<file path="src/rtl/lstm_pkg.sv">
// lstm_pkg: shared definitions for the LSTM cell-state sequencer.
//   - default word length / fractional bits of the signed fixed-point format
//   - default clip magnitude for the optional c clamp (LSTM_CCLIP_EN)
//   - FSM state encoding for lstm_cstate_sched
package lstm_pkg;

  localparam int          LSTM_D_WL   = 16;
  localparam int          LSTM_D_FL   = 12;
  localparam logic [15:0] LSTM_C_CLIP = 16'h4000;  // 4.0 in Q4.12

  typedef enum logic [1:0] {
    ST_IDLE  = 2'd0,
    ST_ISSUE = 2'd1,
    ST_DRAIN = 2'd2,
    ST_DONE  = 2'd3
  } cs_state_t;

endpackage

</file>
<file path="src/rtl/lstm_cstate_sched_get_c.sv">
// get_c: cell-state datapath, c_new = f*c_prev + i*g.
//   Q(D_WL-D_FL).D_FL signed; each product is truncated to the word format,
//   the sum wraps. Three register stages, in_valid -> o_valid latency 3.
// Ports:
//   i_clk, i_rst_n     clock, synchronous active-low reset
//   i_in_valid         operands valid this cycle
//   i_f, i_i, i_g      gate values
//   i_ini_c            previous cell state
//   o_valid, o_d       result strobe / new cell state
module get_c #(
  parameter int D_WL = 16,
  parameter int D_FL = 12
) (
  input  logic            i_clk,
  input  logic            i_rst_n,
  input  logic            i_in_valid,
  input  logic [D_WL-1:0] i_f,
  input  logic [D_WL-1:0] i_i,
  input  logic [D_WL-1:0] i_g,
  input  logic [D_WL-1:0] i_ini_c,
  output logic            o_valid,
  output logic [D_WL-1:0] o_d
);

  localparam int STAGES = 3;

  logic [STAGES:1]         r_vld_pipe;
  logic [D_WL-1:0]         r_fc, r_ig, r_sum, r_d;
  logic signed [2*D_WL-1:0] w_fc, w_ig;

  // Full-width signed products; sign-extend operands so the multiply is
  // evaluated at 2*D_WL bits.
  assign w_fc = $signed({{D_WL{i_f[D_WL-1]}}, i_f}) *
                $signed({{D_WL{i_ini_c[D_WL-1]}}, i_ini_c});
  assign w_ig = $signed({{D_WL{i_i[D_WL-1]}}, i_i}) *
                $signed({{D_WL{i_g[D_WL-1]}}, i_g});

  always_ff @(posedge i_clk) begin
    if (!i_rst_n) begin
      r_vld_pipe <= '0;
      r_fc       <= '0;
      r_ig       <= '0;
      r_sum      <= '0;
      r_d        <= '0;
    end else begin
      r_vld_pipe <= {r_vld_pipe[STAGES-1:1], i_in_valid};
      // Truncate back to the word format: drop D_FL fraction bits, keep D_WL.
      if (i_in_valid) begin
        r_fc <= D_WL'(w_fc >>> D_FL);
        r_ig <= D_WL'(w_ig >>> D_FL);
      end
      if (r_vld_pipe[1]) r_sum <= r_fc + r_ig;
      if (r_vld_pipe[2]) r_d   <= r_sum;
    end
  end

  assign o_valid = r_vld_pipe[STAGES];
  assign o_d     = r_d;

endmodule

</file>
<file path="src/rtl/lstm_cstate_sched.sv">
// lstm_cstate_sched: walks the N_HID hidden units of one timestep through a
// single get_c instance. Per unit: read f/i/g and previous c, compute, write
// the new c back to the c memory and forward it to the h stage.
// Optional feature: define LSTM_CCLIP_EN to clamp the written / forwarded
// cell state to [-C_CLIP, +C_CLIP] (combinational, no added latency).
// Ports:
//   i_clk, i_rst_n                  clock, synchronous active-low reset
//   i_start, i_first_step           timestep start; first_step => prev c = 0
//   i_gate_avail                    gate buffer holds entry at o_gate_addr
//   o_gate_rd, o_gate_addr          gate read (data on i_gate_* next cycle)
//   i_gate_f/i/g                    gate data
//   o_c_rd, o_c_rd_addr, i_c_rd_data  c-memory read port, 1-cycle latency
//   o_c_wr_en/addr/data             c-memory write port
//   o_c_out_valid/o_c_out/o_c_out_idx  new cell state to the h stage
//   o_busy, o_done, o_err           status; err is sticky until reset
module lstm_cstate_sched
  import lstm_pkg::*;
#(
  parameter int              D_WL   = LSTM_D_WL,
  parameter int              D_FL   = LSTM_D_FL,
  parameter int              N_HID  = 16,
  parameter int              AW     = $clog2(N_HID),
  parameter logic [D_WL-1:0] C_CLIP = D_WL'(LSTM_C_CLIP)
) (
  input  logic            i_clk,
  input  logic            i_rst_n,
  input  logic            i_start,
  input  logic            i_first_step,
  input  logic            i_gate_avail,
  output logic            o_gate_rd,
  output logic [AW-1:0]   o_gate_addr,
  input  logic [D_WL-1:0] i_gate_f,
  input  logic [D_WL-1:0] i_gate_i,
  input  logic [D_WL-1:0] i_gate_g,
  output logic            o_c_rd,
  output logic [AW-1:0]   o_c_rd_addr,
  input  logic [D_WL-1:0] i_c_rd_data,
  output logic            o_c_wr_en,
  output logic [AW-1:0]   o_c_wr_addr,
  output logic [D_WL-1:0] o_c_wr_data,
  output logic            o_c_out_valid,
  output logic [D_WL-1:0] o_c_out,
  output logic [AW-1:0]   o_c_out_idx,
  output logic            o_busy,
  output logic            o_done,
  output logic            o_err
);

`ifdef LSTM_CCLIP_EN
  localparam bit CLIP_EN = 1'b1;
`else
  localparam bit CLIP_EN = 1'b0;
`endif

  localparam logic [AW-1:0]          LAST   = AW'(N_HID - 1);
  localparam logic signed [D_WL-1:0] W_HI   = $signed(C_CLIP);
  localparam logic signed [D_WL-1:0] W_LO   = -W_HI;

  cs_state_t       r_state;
  logic [AW-1:0]   r_iss_cnt, r_wr_cnt;
  logic            r_first_q, r_iss_vld, r_err;
  logic            w_issue, w_o_valid;
  logic [D_WL-1:0] w_ini_c, w_d, w_c_fin;

  // Issue whenever the gate entry for the current unit is present.
  assign w_issue = (r_state == ST_ISSUE) && i_gate_avail;
  // On the first timestep the c memory holds stale data; feed zero instead.
  assign w_ini_c = r_first_q ? '0 : i_c_rd_data;

  get_c #(.D_WL(D_WL), .D_FL(D_FL)) u_get_c (
    .i_clk      (i_clk),
    .i_rst_n    (i_rst_n),
    .i_in_valid (r_iss_vld),
    .i_f        (i_gate_f),
    .i_i        (i_gate_i),
    .i_g        (i_gate_g),
    .i_ini_c    (w_ini_c),
    .o_valid    (w_o_valid),
    .o_d        (w_d)
  );

  always_comb begin
    w_c_fin = w_d;
    if (CLIP_EN) begin
      if ($signed(w_d) > W_HI)      w_c_fin = W_HI;
      else if ($signed(w_d) < W_LO) w_c_fin = W_LO;
    end
  end

  always_ff @(posedge i_clk) begin
    if (!i_rst_n) begin
      r_state   <= ST_IDLE;
      r_iss_cnt <= '0;
      r_wr_cnt  <= '0;
      r_first_q <= 1'b0;
      r_iss_vld <= 1'b0;
      r_err     <= 1'b0;
    end else begin
      r_iss_vld <= w_issue;
      // Results return in issue order, so a plain counter tracks the address.
      if (w_o_valid) r_wr_cnt <= r_wr_cnt + 1'b1;
      if (w_o_valid && (r_state == ST_IDLE || r_state == ST_DONE)) r_err <= 1'b1;
      case (r_state)
        ST_IDLE: if (i_start) begin
          r_state   <= ST_ISSUE;
          r_first_q <= i_first_step;
          r_iss_cnt <= '0;
          r_wr_cnt  <= '0;
        end
        ST_ISSUE: if (i_gate_avail) begin
          r_iss_cnt <= r_iss_cnt + 1'b1;
          if (r_iss_cnt == LAST) r_state <= ST_DRAIN;
        end
        ST_DRAIN: if (w_o_valid && r_wr_cnt == LAST) r_state <= ST_DONE;
        ST_DONE:  r_state <= ST_IDLE;
        default:  r_state <= ST_IDLE;
      endcase
    end
  end

  assign o_gate_rd     = w_issue;
  assign o_gate_addr   = r_iss_cnt;
  assign o_c_rd        = w_issue && !r_first_q;
  assign o_c_rd_addr   = r_iss_cnt;
  // Write address always lags the read address, so the dual-port c memory
  // never sees a same-address read/write in one cycle.
  assign o_c_wr_en     = w_o_valid;
  assign o_c_wr_addr   = r_wr_cnt;
  assign o_c_wr_data   = w_c_fin;
  assign o_c_out_valid = w_o_valid;
  assign o_c_out       = w_c_fin;
  assign o_c_out_idx   = r_wr_cnt;
  assign o_busy        = (r_state != ST_IDLE);
  assign o_done        = (r_state == ST_DONE);
  assign o_err         = r_err;

endmodule

</file>
<file path="config.mk">
export PLATFORM = sky130hd
export DESIGN_NAME = lstm_cstate_sched
export DESIGN_NICKNAME = d
export VERILOG_FILES = /design/src/rtl/lstm_pkg.sv /design/src/rtl/lstm_cstate_sched_get_c.sv /design/src/rtl/lstm_cstate_sched.sv
export SDC_FILE = /design/constraint.sdc
export NUM_CORES = 1
export LEC_CHECK = 0
export BUFFER_PORTS_ARGS = -buffer_cell sky130_fd_sc_hd__clkbuf_2
export CAP_MARGIN = 10
export CELL_PAD_IN_SITES_DETAIL_PLACEMENT = 1
export CELL_PAD_IN_SITES_GLOBAL_PLACEMENT = 2
export CORE_ASPECT_RATIO = 1.25
export CORE_MARGIN = 4
export CORE_UTILIZATION = 37
export DETAILED_ROUTE_END_ITERATION = 7
export PLACE_DENSITY = 0.83
export SYNTH_ARGS = -nofsm -noshare
export SYNTH_HDL_FRONTEND = slang
export SYNTH_SLANG_ARGS = --single-unit
</file>
<file path="constraint.sdc">
create_clock -name i_clk -period 6.2 [get_ports i_clk]
set_input_delay 0.93 -clock i_clk [delete_from_list [all_inputs] [get_ports i_clk]]
set_output_delay 0.93 -clock i_clk [all_outputs]
set_load 0.03 [all_outputs]
</file>
==> key figures, run 1 <==
Detailed routing
  • Initial DRT Pass Iterations: 5
  • Vias per std cell: 4.82
  • Via count: 16,200
  • DRC viols: 0
  • Wire per inst: 17.8 um
  • Antenna Nets Post-Route: 0
  • Routed WL: 59,600 um
  • Initial DRC count: 600

Layout
  • Commonest non-fill, non-tap cell in the layout: inv_1
  • Synthesis-to-layout area growth: 19.7%
  • Layout cells sized above 1: 20.0%
  • N_diodes: 0
  • Final Core Density: 44.8%
  • Final Instance Area: 0.0252 mm^2
  • Fillers: 6,492
  • Most frequent cells in the layout: 529 x inv_1, 441 x fa_1, 250 x nand2_1
  • Final net count: 3,300

Clocking
  • CTS H-Tree Depth: 3
  • Clock buffer depth: 2
  • Clock-pin slew on the worst setup and hold paths: 0.06 ns
  • Clk_lat worst skew: 0.33 ns
  • CTS buffer count: 9
  • CTS root buf: clkbuf_16
  • CTS Sinks: 80
  • CTS tree: done

Critical path
  • Reg-to-Reg Start: r_first_q
  • Largest driver fanout on the critical path: 4
  • Crit path DAT: 6.43 ns
  • Reg2reg path depth: 21
  • Required @ worst endpoint: 6.43 ns
  • Critical path class: in -> reg
  • FF-to-FF setup slack: 0.09 ns
  • CP Launch Type: input pin
  • Setup crit end: u_get_c.r_fc[12]
  • CP Launch Point: i_c_rd_data[2]
  • Critical Path End Type: flip-flop
  • FF-to-FF End: u_get_c.r_fc[12]

Run status
  • Status: finished, violations left
  • Failing checks: setup timing

Timing
  • Max Freq: 161 MHz
  • Hold Vio Cnt, Final: 0
  • Worst setup margin: -0.00347 ns
  • Fin crit share: 100%
  • Worst slew margin: 31.7%
  • Setup Skew: 0.00363 ns
  • Actual slew at the worst max-slew pin: 1.02 ns
  • Final setup viols: 2
  • Final min period: 6.20 ns
  • Final-report max-slew violation count: 0
  • RSZ-0062 raised after global routing: yes

Synthesis
  • Register area share after synthesis: 7.61%
  • Yosys cell types: 59
  • Largest area contributor in the netlist: fa_1
  • Synthesized flop and latch total: 80
  • Mapped cell area: 0.0210 mm^2
  • Post-synth ARST share: 0%
  • Yosys top cell area share: 43.5%
  • Avg Inst Size Synth: 9.07 um^2
  • Syn Inst Count: 2,320
  • Main flop type after synthesis: dfxtp_1
  • Synth area leaders: fa_1 43%, ha_1 10%, inv_1 9.7%, dfxtp_1 7.6%, and2_1 7.0%
  • YS warnings: 0
  • Post-synth EDFFs: 0
  • Net Count, Synth: 3,016

Global route
  • Initial antenna violation count: 0
  • Largest net degree at the start of global routing: 46
  • Gr ovfl total: 0
  • First-pass GRT wire length: 95,800 um
  • Vias in the first global route: 18,900
  • Global Route Usage Sum: 19.2%

Die
  • Core ar.: 0.0562 mm^2
  • Top-Level Pins: 124
  • Die height: 275 um
  • Die Width: 221 um
  • Initial core utilization: 37.5%
  • Core Rows: 97
  • Die ar.: 0.0608 mm^2

Placed design
  • Port Buffer Count: 123
  • Post-DP Area: 0.0240 mm^2
  • Final Wtd Congestion: 0.878
  • Dpl hpwl: 51,300 um

Worst hold path
  • Worst Hold Class: reg -> reg

Job
  • Max Cap Viol: 0
-- how the worst min path moves through the flow --
| stage | startpoint | end | slack, ns | cells past startpoint |
|---|---|---|---|---|
| 6_report | u_get_c.r_ig[14] | u_get_c.r_ig[14] | 0.46 | 2 |
| 5_1_grt | u_get_c.r_ig[14] | u_get_c.r_ig[14] | 0.48 | 2 |
| 4_1_cts | u_get_c.r_ig[14] | u_get_c.r_ig[14] | 0.47 | 2 |
| 3_5_place_dp | u_get_c.r_ig[14] | u_get_c.r_ig[14] | 0.46 | 2 |
| 3_3_place_gp | u_get_c.r_ig[14] | u_get_c.r_ig[14] | 0.45 | 2 |
| 2_1_floorplan | u_get_c.r_fc[10] | u_get_c.r_fc[10] | 0.43 | 2 |
-- metal layers --
| layer | routed length (um) | part of all wire [%] | global-route usage [%] |
|---|---|---|---|
| met3 | 1140 | 1.9 | 1.23 |
| met2 | 32900 | 55 | 37.2 |
| met1 | 23600 | 40 | 22.7 |
| met5 | 0 | 0 | 0 |
| met4 | 1990 | 3.3 | 6.42 |
-- critical path, stage by stage --
cell and delay [ns]:
buf_8 0.08, nor2b_2 0.33, nand2_1 0.15, fa_1 0.52, fa_1 0.52, fa_1 0.52, inv_1 0.06, fa_1 0.49
fa_1 0.50, inv_1 0.05, fa_1 0.47, inv_1 0.06, ha_4 0.27, nand4_1 0.10, nand4b_1 0.24, a21oi_2 0.27
o211ai_1 0.16, a21oi_2 0.20, o21ai_2 0.10, a21o_1 0.16, a32o_1 0.24
-- layout make-up --
class | instances | area (um^2) | area share [%]
clock inverters | 3 | 17.5 | 0.0695
multi-input cells | 1588 | 17500 | 69.3
clock buffers | 13 | 250 | 0.993
well taps | 742 | 928 | 3.68
repair buffers | 380 | 2880 | 11.4
inverters | 545 | 2050 | 8.13
flip-flops and latches | 80 | 1610 | 6.37
-- cells by family (layout without fill, tap and decap cells) --
| family | Yosys count | count (layout) | synth area share [%] |
|---|---|---|---|
| XOR/XNOR | 77 | 77 | 3.20 |
| multiplexers | 45 | 45 | 2.14 |
| adder cells (fa/ha/maj) | 627 | 627 | 53.6 |
| flip-flops | 80 | 80 | 7.61 |
| AO/OA/AOI/OAI | 122 | 122 | 3.88 |
| AND/OR/NAND/NOR | 715 | 717 | 17.5 |
| buffers and inverters | 654 | 941 | 12.1 |
-- through the flow --
| stage | cells | setup slack (ns) | hold WS (ns) | TNS (ns) |
|---|---|---|---|---|
| after floorplan | 2320 | -0.0264 | 0.429 | -0.0264 |
| final | 3351 | -0.00347 | 0.464 | -0.00580 |
| after detailed placement | 3304 | -0.735 | 0.456 | -12.24 |
| after CTS | 3327 | 0.00110 | 0.466 | 0 |
| after global placement | 3304 | -0.511 | 0.451 | -7.61 |
| after global routing | 3351 | -0.217 | 0.482 | -1.48 |
-- Yosys cell counts, types with 7 or more instances --
cell / count
nand3_1: 16
clkbuf_1: 81
nand4_1: 12
nor3_1: 19
o21ai_0: 26
nand2_1: 260
xor2_1: 20
dfxtp_1: 80
and3_1: 8
fa_1: 457
inv_1: 544
a21o_1: 10
ha_1: 170
mux2i_1: 45
buf_4: 25
nand2b_1: 14
o21a_1: 7
nor2b_1: 72
nor2_1: 56
xnor2_1: 57
and2_1: 236
a21oi_1: 29
-- what timing repair did --
action,in CTS,in global routing
pin swaps,14,56
gates resized for setup,32,174
setup buffers,7,18
hold endpoints to repair,0,0
hold buffers,0,0
setup endpoints to repair,19,24
gates cloned,0,7
-- flip-flops by register name, indices dropped and copies added (netlist names), 2 cells and up --
| register | flops |
|---|---|
| u_get_c.o_d | 16 |
| u_get_c.r_fc | 16 |
| u_get_c.r_ig | 16 |
| u_get_c.r_sum | 16 |
| o_c_out_idx | 4 |
| o_c_rd_addr | 4 |
| u_get_c.r_vld_pipe | 3 |
| r_state | 2 |
Power of run 1 is left out: the tool's default activity adds up to more than one toggle a clock period on the data nets, which glitch-free logic cannot reach.
==> run 2: changes to the inputs <==
--- a/config.mk
+++ b/config.mk
@@ -16,4 +16,5 @@
 export PLACE_DENSITY = 0.83
 export SYNTH_ARGS = -nofsm -noshare
 export SYNTH_HDL_FRONTEND = slang
+export SYNTH_HIERARCHICAL = 1
 export SYNTH_SLANG_ARGS = --single-unit
==> run 2 against run 1 <==
The flow still finishes with violations (setup timing). Non-clock buffer count is 3 lower. Wire length is 1.9% higher. Maximum frequency is 4.2% lower. Synthesized cell count is 0.30% lower. Critical path type unchanged. Largest cell class unchanged. Highest routed layer unchanged.
==> key figures, run 2 <==
Worst hold path
  • Worst Hold Class: reg -> reg
  • Hold path startpoint: u_get_c/r_ig[3]
  • Worst Hold Depth: 2
  • Worst hold path endpoint: u_get_c/r_ig[3]

Critical path
  • CP Launch Type: input pin
  • Reg2reg path depth: 22
  • WP buf/inv: 4
  • Worst path depth: 22
  • Largest driver fanout on the critical path: 6
  • Crit path DAT: 6.69 ns
  • Required @ worst endpoint: 6.41 ns
  • Critical path class: in -> reg
  • Critical Path End Type: flip-flop
  • CP max stage cell: fa_2
  • Critical path's largest stage delay: 0.61 ns
  • CP dominant cell by count: fa_1
  • FF-to-FF setup slack: -0.14 ns
  • Reg-to-Reg Start: r_first_q
  • Largest delay contributor family on the critical path: adder cells
  • FF-to-FF End: u_get_c/r_fc[15]
  • Crit-path cells: clkbuf_2 > buf_12 > and2_1 > fa_1 > inv_1 > fa_1 > fa_1 > fa_2 > inv_1 > fa_1 > fa_1 > ha_1 > o21a_1 > o21ai_2 > a2111o_1 > a21oi_4 > o31a_4 > a211oi_4 > o21bai_2 > a21oi_2 > xnor2_1 > o21ai_1

Detailed routing
  • Wire per inst: 18.2 um
  • DRC viols: 0
  • Initial DRT Pass Iterations: 5
  • Routed WL: 60,800 um
  • Antenna Nets Post-Route: 0
  • Vias per std cell: 4.77
  • Initial DRC count: 523
  • Via count: 16,000

Synthesis
  • Most frequent cells after synthesis: 564 x inv_1, 457 x fa_1, 275 x nand2_1, 226 x and2_1, 170 x ha_1
  • Net Count, Synth: 3,009
  • Synth Area in Compound Gates: 3.94%
  • Proportion of synthesized area in mux cells: 2.29%
  • Adder-Cell Fraction of Synth Area: 53.7%
  • Yosys top cell area share: 43.6%
  • Synth Area in XOR/XNOR: 3.42%
  • Mapped cell area: 0.0210 mm^2
  • Yosys cell types: 57
  • Register area share after synthesis: 7.63%
  • Largest family of logic cells by synthesized area: adder cells
  • Syn Inst Count: 2,313
  • Synthesized flop and latch total: 80
  • Most frequent cell after synthesis: inv_1
  • Largest area contributor in the netlist: fa_1
  • Post-Synth Simple-Gate Area: 16.6%
  • Main flop type after synthesis: dfxtp_1
  • Synth area leaders: fa_1 44%, ha_1 10%, inv_1 10%, dfxtp_1 7.6%, and2_1 6.7%
  • Avg Inst Size Synth: 9.07 um^2
  • YS warnings: 6
  • Post-synth ARST share: 0%
  • Post-synth EDFFs: 0

Global route
  • Met3 Resource Use GR: 1.14%
  • Global Route Usage Sum: 20.1%
  • Largest net degree at the start of global routing: 74
  • Met2 global-route usage: 42.0%
  • Vias in the first global route: 19,000
  • First-pass GRT wire length: 97,900 um
  • Initial antenna violation count: 0
  • Met1 Use GR: 21.0%
  • Gr ovfl total: 0
  • GR peak layer: met2

Timing
  • Actual slew at the worst max-slew pin: 0.957 ns
  • RSZ-0062 raised after global routing: yes
  • Final-report max-slew violation count: 0
  • Hold Vio Cnt, Final: 0
  • Setup Skew: 0.0111 ns
  • Worst slew margin: 36.1%
  • Final setup viols: 11
  • Worst setup margin: -0.275 ns
  • Fin crit share: 104%
  • Final min period: 6.47 ns
  • Max Freq: 154 MHz

Layout
  • Area of the multi-input gates: 0.0173 mm^2
  • Commonest non-fill, non-tap cell in the layout: inv_1
  • Synthesis-to-layout area growth: 19.6%
  • Final net count: 3,294
  • Final Core Density: 44.8%
  • Register area: 0.00160 mm^2
  • Most frequent cells in the layout: 551 x inv_1, 443 x fa_1, 264 x nand2_1
  • N_diodes: 0
  • Layout cells sized above 1: 19.6%
  • Fillers: 6,586

Clocking
  • CTS root buf: clkbuf_16
  • Clock buffer depth: 2
  • Clock-pin slew on the worst setup and hold paths: 0.06 ns
  • Clk_lat worst skew: 0.34 ns
  • CTS tree: done
  • CTS buffer count: 9
  • CTS H-Tree Depth: 3
  • Post-CTS Hold Fix Bufs: 0
  • CTS Sinks: 80

Die
  • Die height: 274 um
  • Die ar.: 0.0606 mm^2
  • Top-Level Pins: 124
  • Core Rows: 97
  • Initial core utilization: 37.4%
  • Die Width: 221 um
  • Core ar.: 0.0561 mm^2

Placed design
  • Port Buffer Count: 123
  • Final Wtd Congestion: 0.885
  • Dpl hpwl: 52,600 um

Run status
  • Failing checks: setup timing
  • Status: finished, violations left

Job
  • Max Cap Viol: 0
[run 2: cell count changes in the layout (fill, tap and decap cells not counted), sizes merged, moves of 9 or more]
cell	before	now
nor3	19	10
and2	236	226
buf	276	261
clkbuf	117	127
inv	544	566
nand2	261	275
[run 2: final cells by class]
| type | count | area share [%] |
|---|---|---|
| multi-input combinational | 1564 | 69.0 |
| tap | 742 | 3.70 |
| clock inverter | 5 | 0.414 |
| timing repair buffer | 377 | 11.0 |
| clock buffer | 11 | 0.967 |
| inverter | 566 | 8.47 |
| sequential | 80 | 6.39 |
[run 2: metrics by stage]
step	setup slack [ns]	hold slack (ns)	setup TNS (ns)	instance area [um^2]	std cells
after global routing	-0.446	0.498	-4.41	25100	3345
after detailed placement	-0.768	0.452	-15.19	23900	3302
final	-0.275	0.470	-2.09	25100	3345
after floorplan	-0.347	0.429	-1.49	21100	2313
after global placement	-0.642	0.446	-11.76	23900	3302
after CTS	-0.303	0.476	-2.01	24600	3329
[run 2: routing by layer]
| layer | wire [um] | up-vias |
|---|---|---|
| met3 | 968 | 101 |
| li1 | - | 7307 |
| met2 | 35900 | 224 |
| met1 | 21600 | 8333 |
| met5 | 0 | - |
| met4 | 2290 | 0 |
[run 2: logic make-up after synthesis]
family                     after synthesis
adders and majority gates              627
muxes                                   48
and+or+nand+nor                        685
buffers and inverters                  669
xor gates and xnor gates                82
DFF                                     80
AOI/OAI and AO/OA                      122
[run 2: how the worst max path moves through the flow]
stage / startpoint / to
3_5_place_dp: i_c_rd_data[4] / u_get_c/r_fc[15]
3_3_place_gp: i_c_rd_data[3] / u_get_c/r_fc[15]
4_1_cts: i_c_rd_data[7] / u_get_c/r_fc[15]
6_report: i_gate_f[6] / u_get_c/r_fc[15]
5_1_grt: i_gate_f[6] / u_get_c/r_fc[15]
2_1_floorplan: i_c_rd_data[7] / u_get_c/r_fc[15]
[run 2: what timing repair did]
| item | in CTS | in global routing |
|---|---|---|
| endpoints found under the hold margin | 0 | 0 |
| cloned | 0 | 0 |
| buffers inserted | 13 | 18 |
| pin swaps | 40 | 88 |
| endpoints found under the setup margin | 24 | 25 |
| resized for setup | 65 | 94 |
[run 2: worst reg2reg max path, stage by stage, from the launching register on]
cell and delay, ns:
dfxtp_1 0.35, buf_12 0.21, nor2b_4 0.14, and2_1 0.20
fa_1 0.60, inv_1 0.09, fa_1 0.57, fa_1 0.45
fa_2 0.61, inv_1 0.06, fa_1 0.51, fa_1 0.43
ha_1 0.32, o21a_1 0.21, o21ai_2 0.13, a2111o_1 0.19
a21oi_4 0.09, o31a_4 0.32, a211oi_4 0.27, o21bai_2 0.12
a21oi_2 0.14, xnor2_1 0.14, o21ai_1 0.07
Power of run 2 is left out for the same reason.
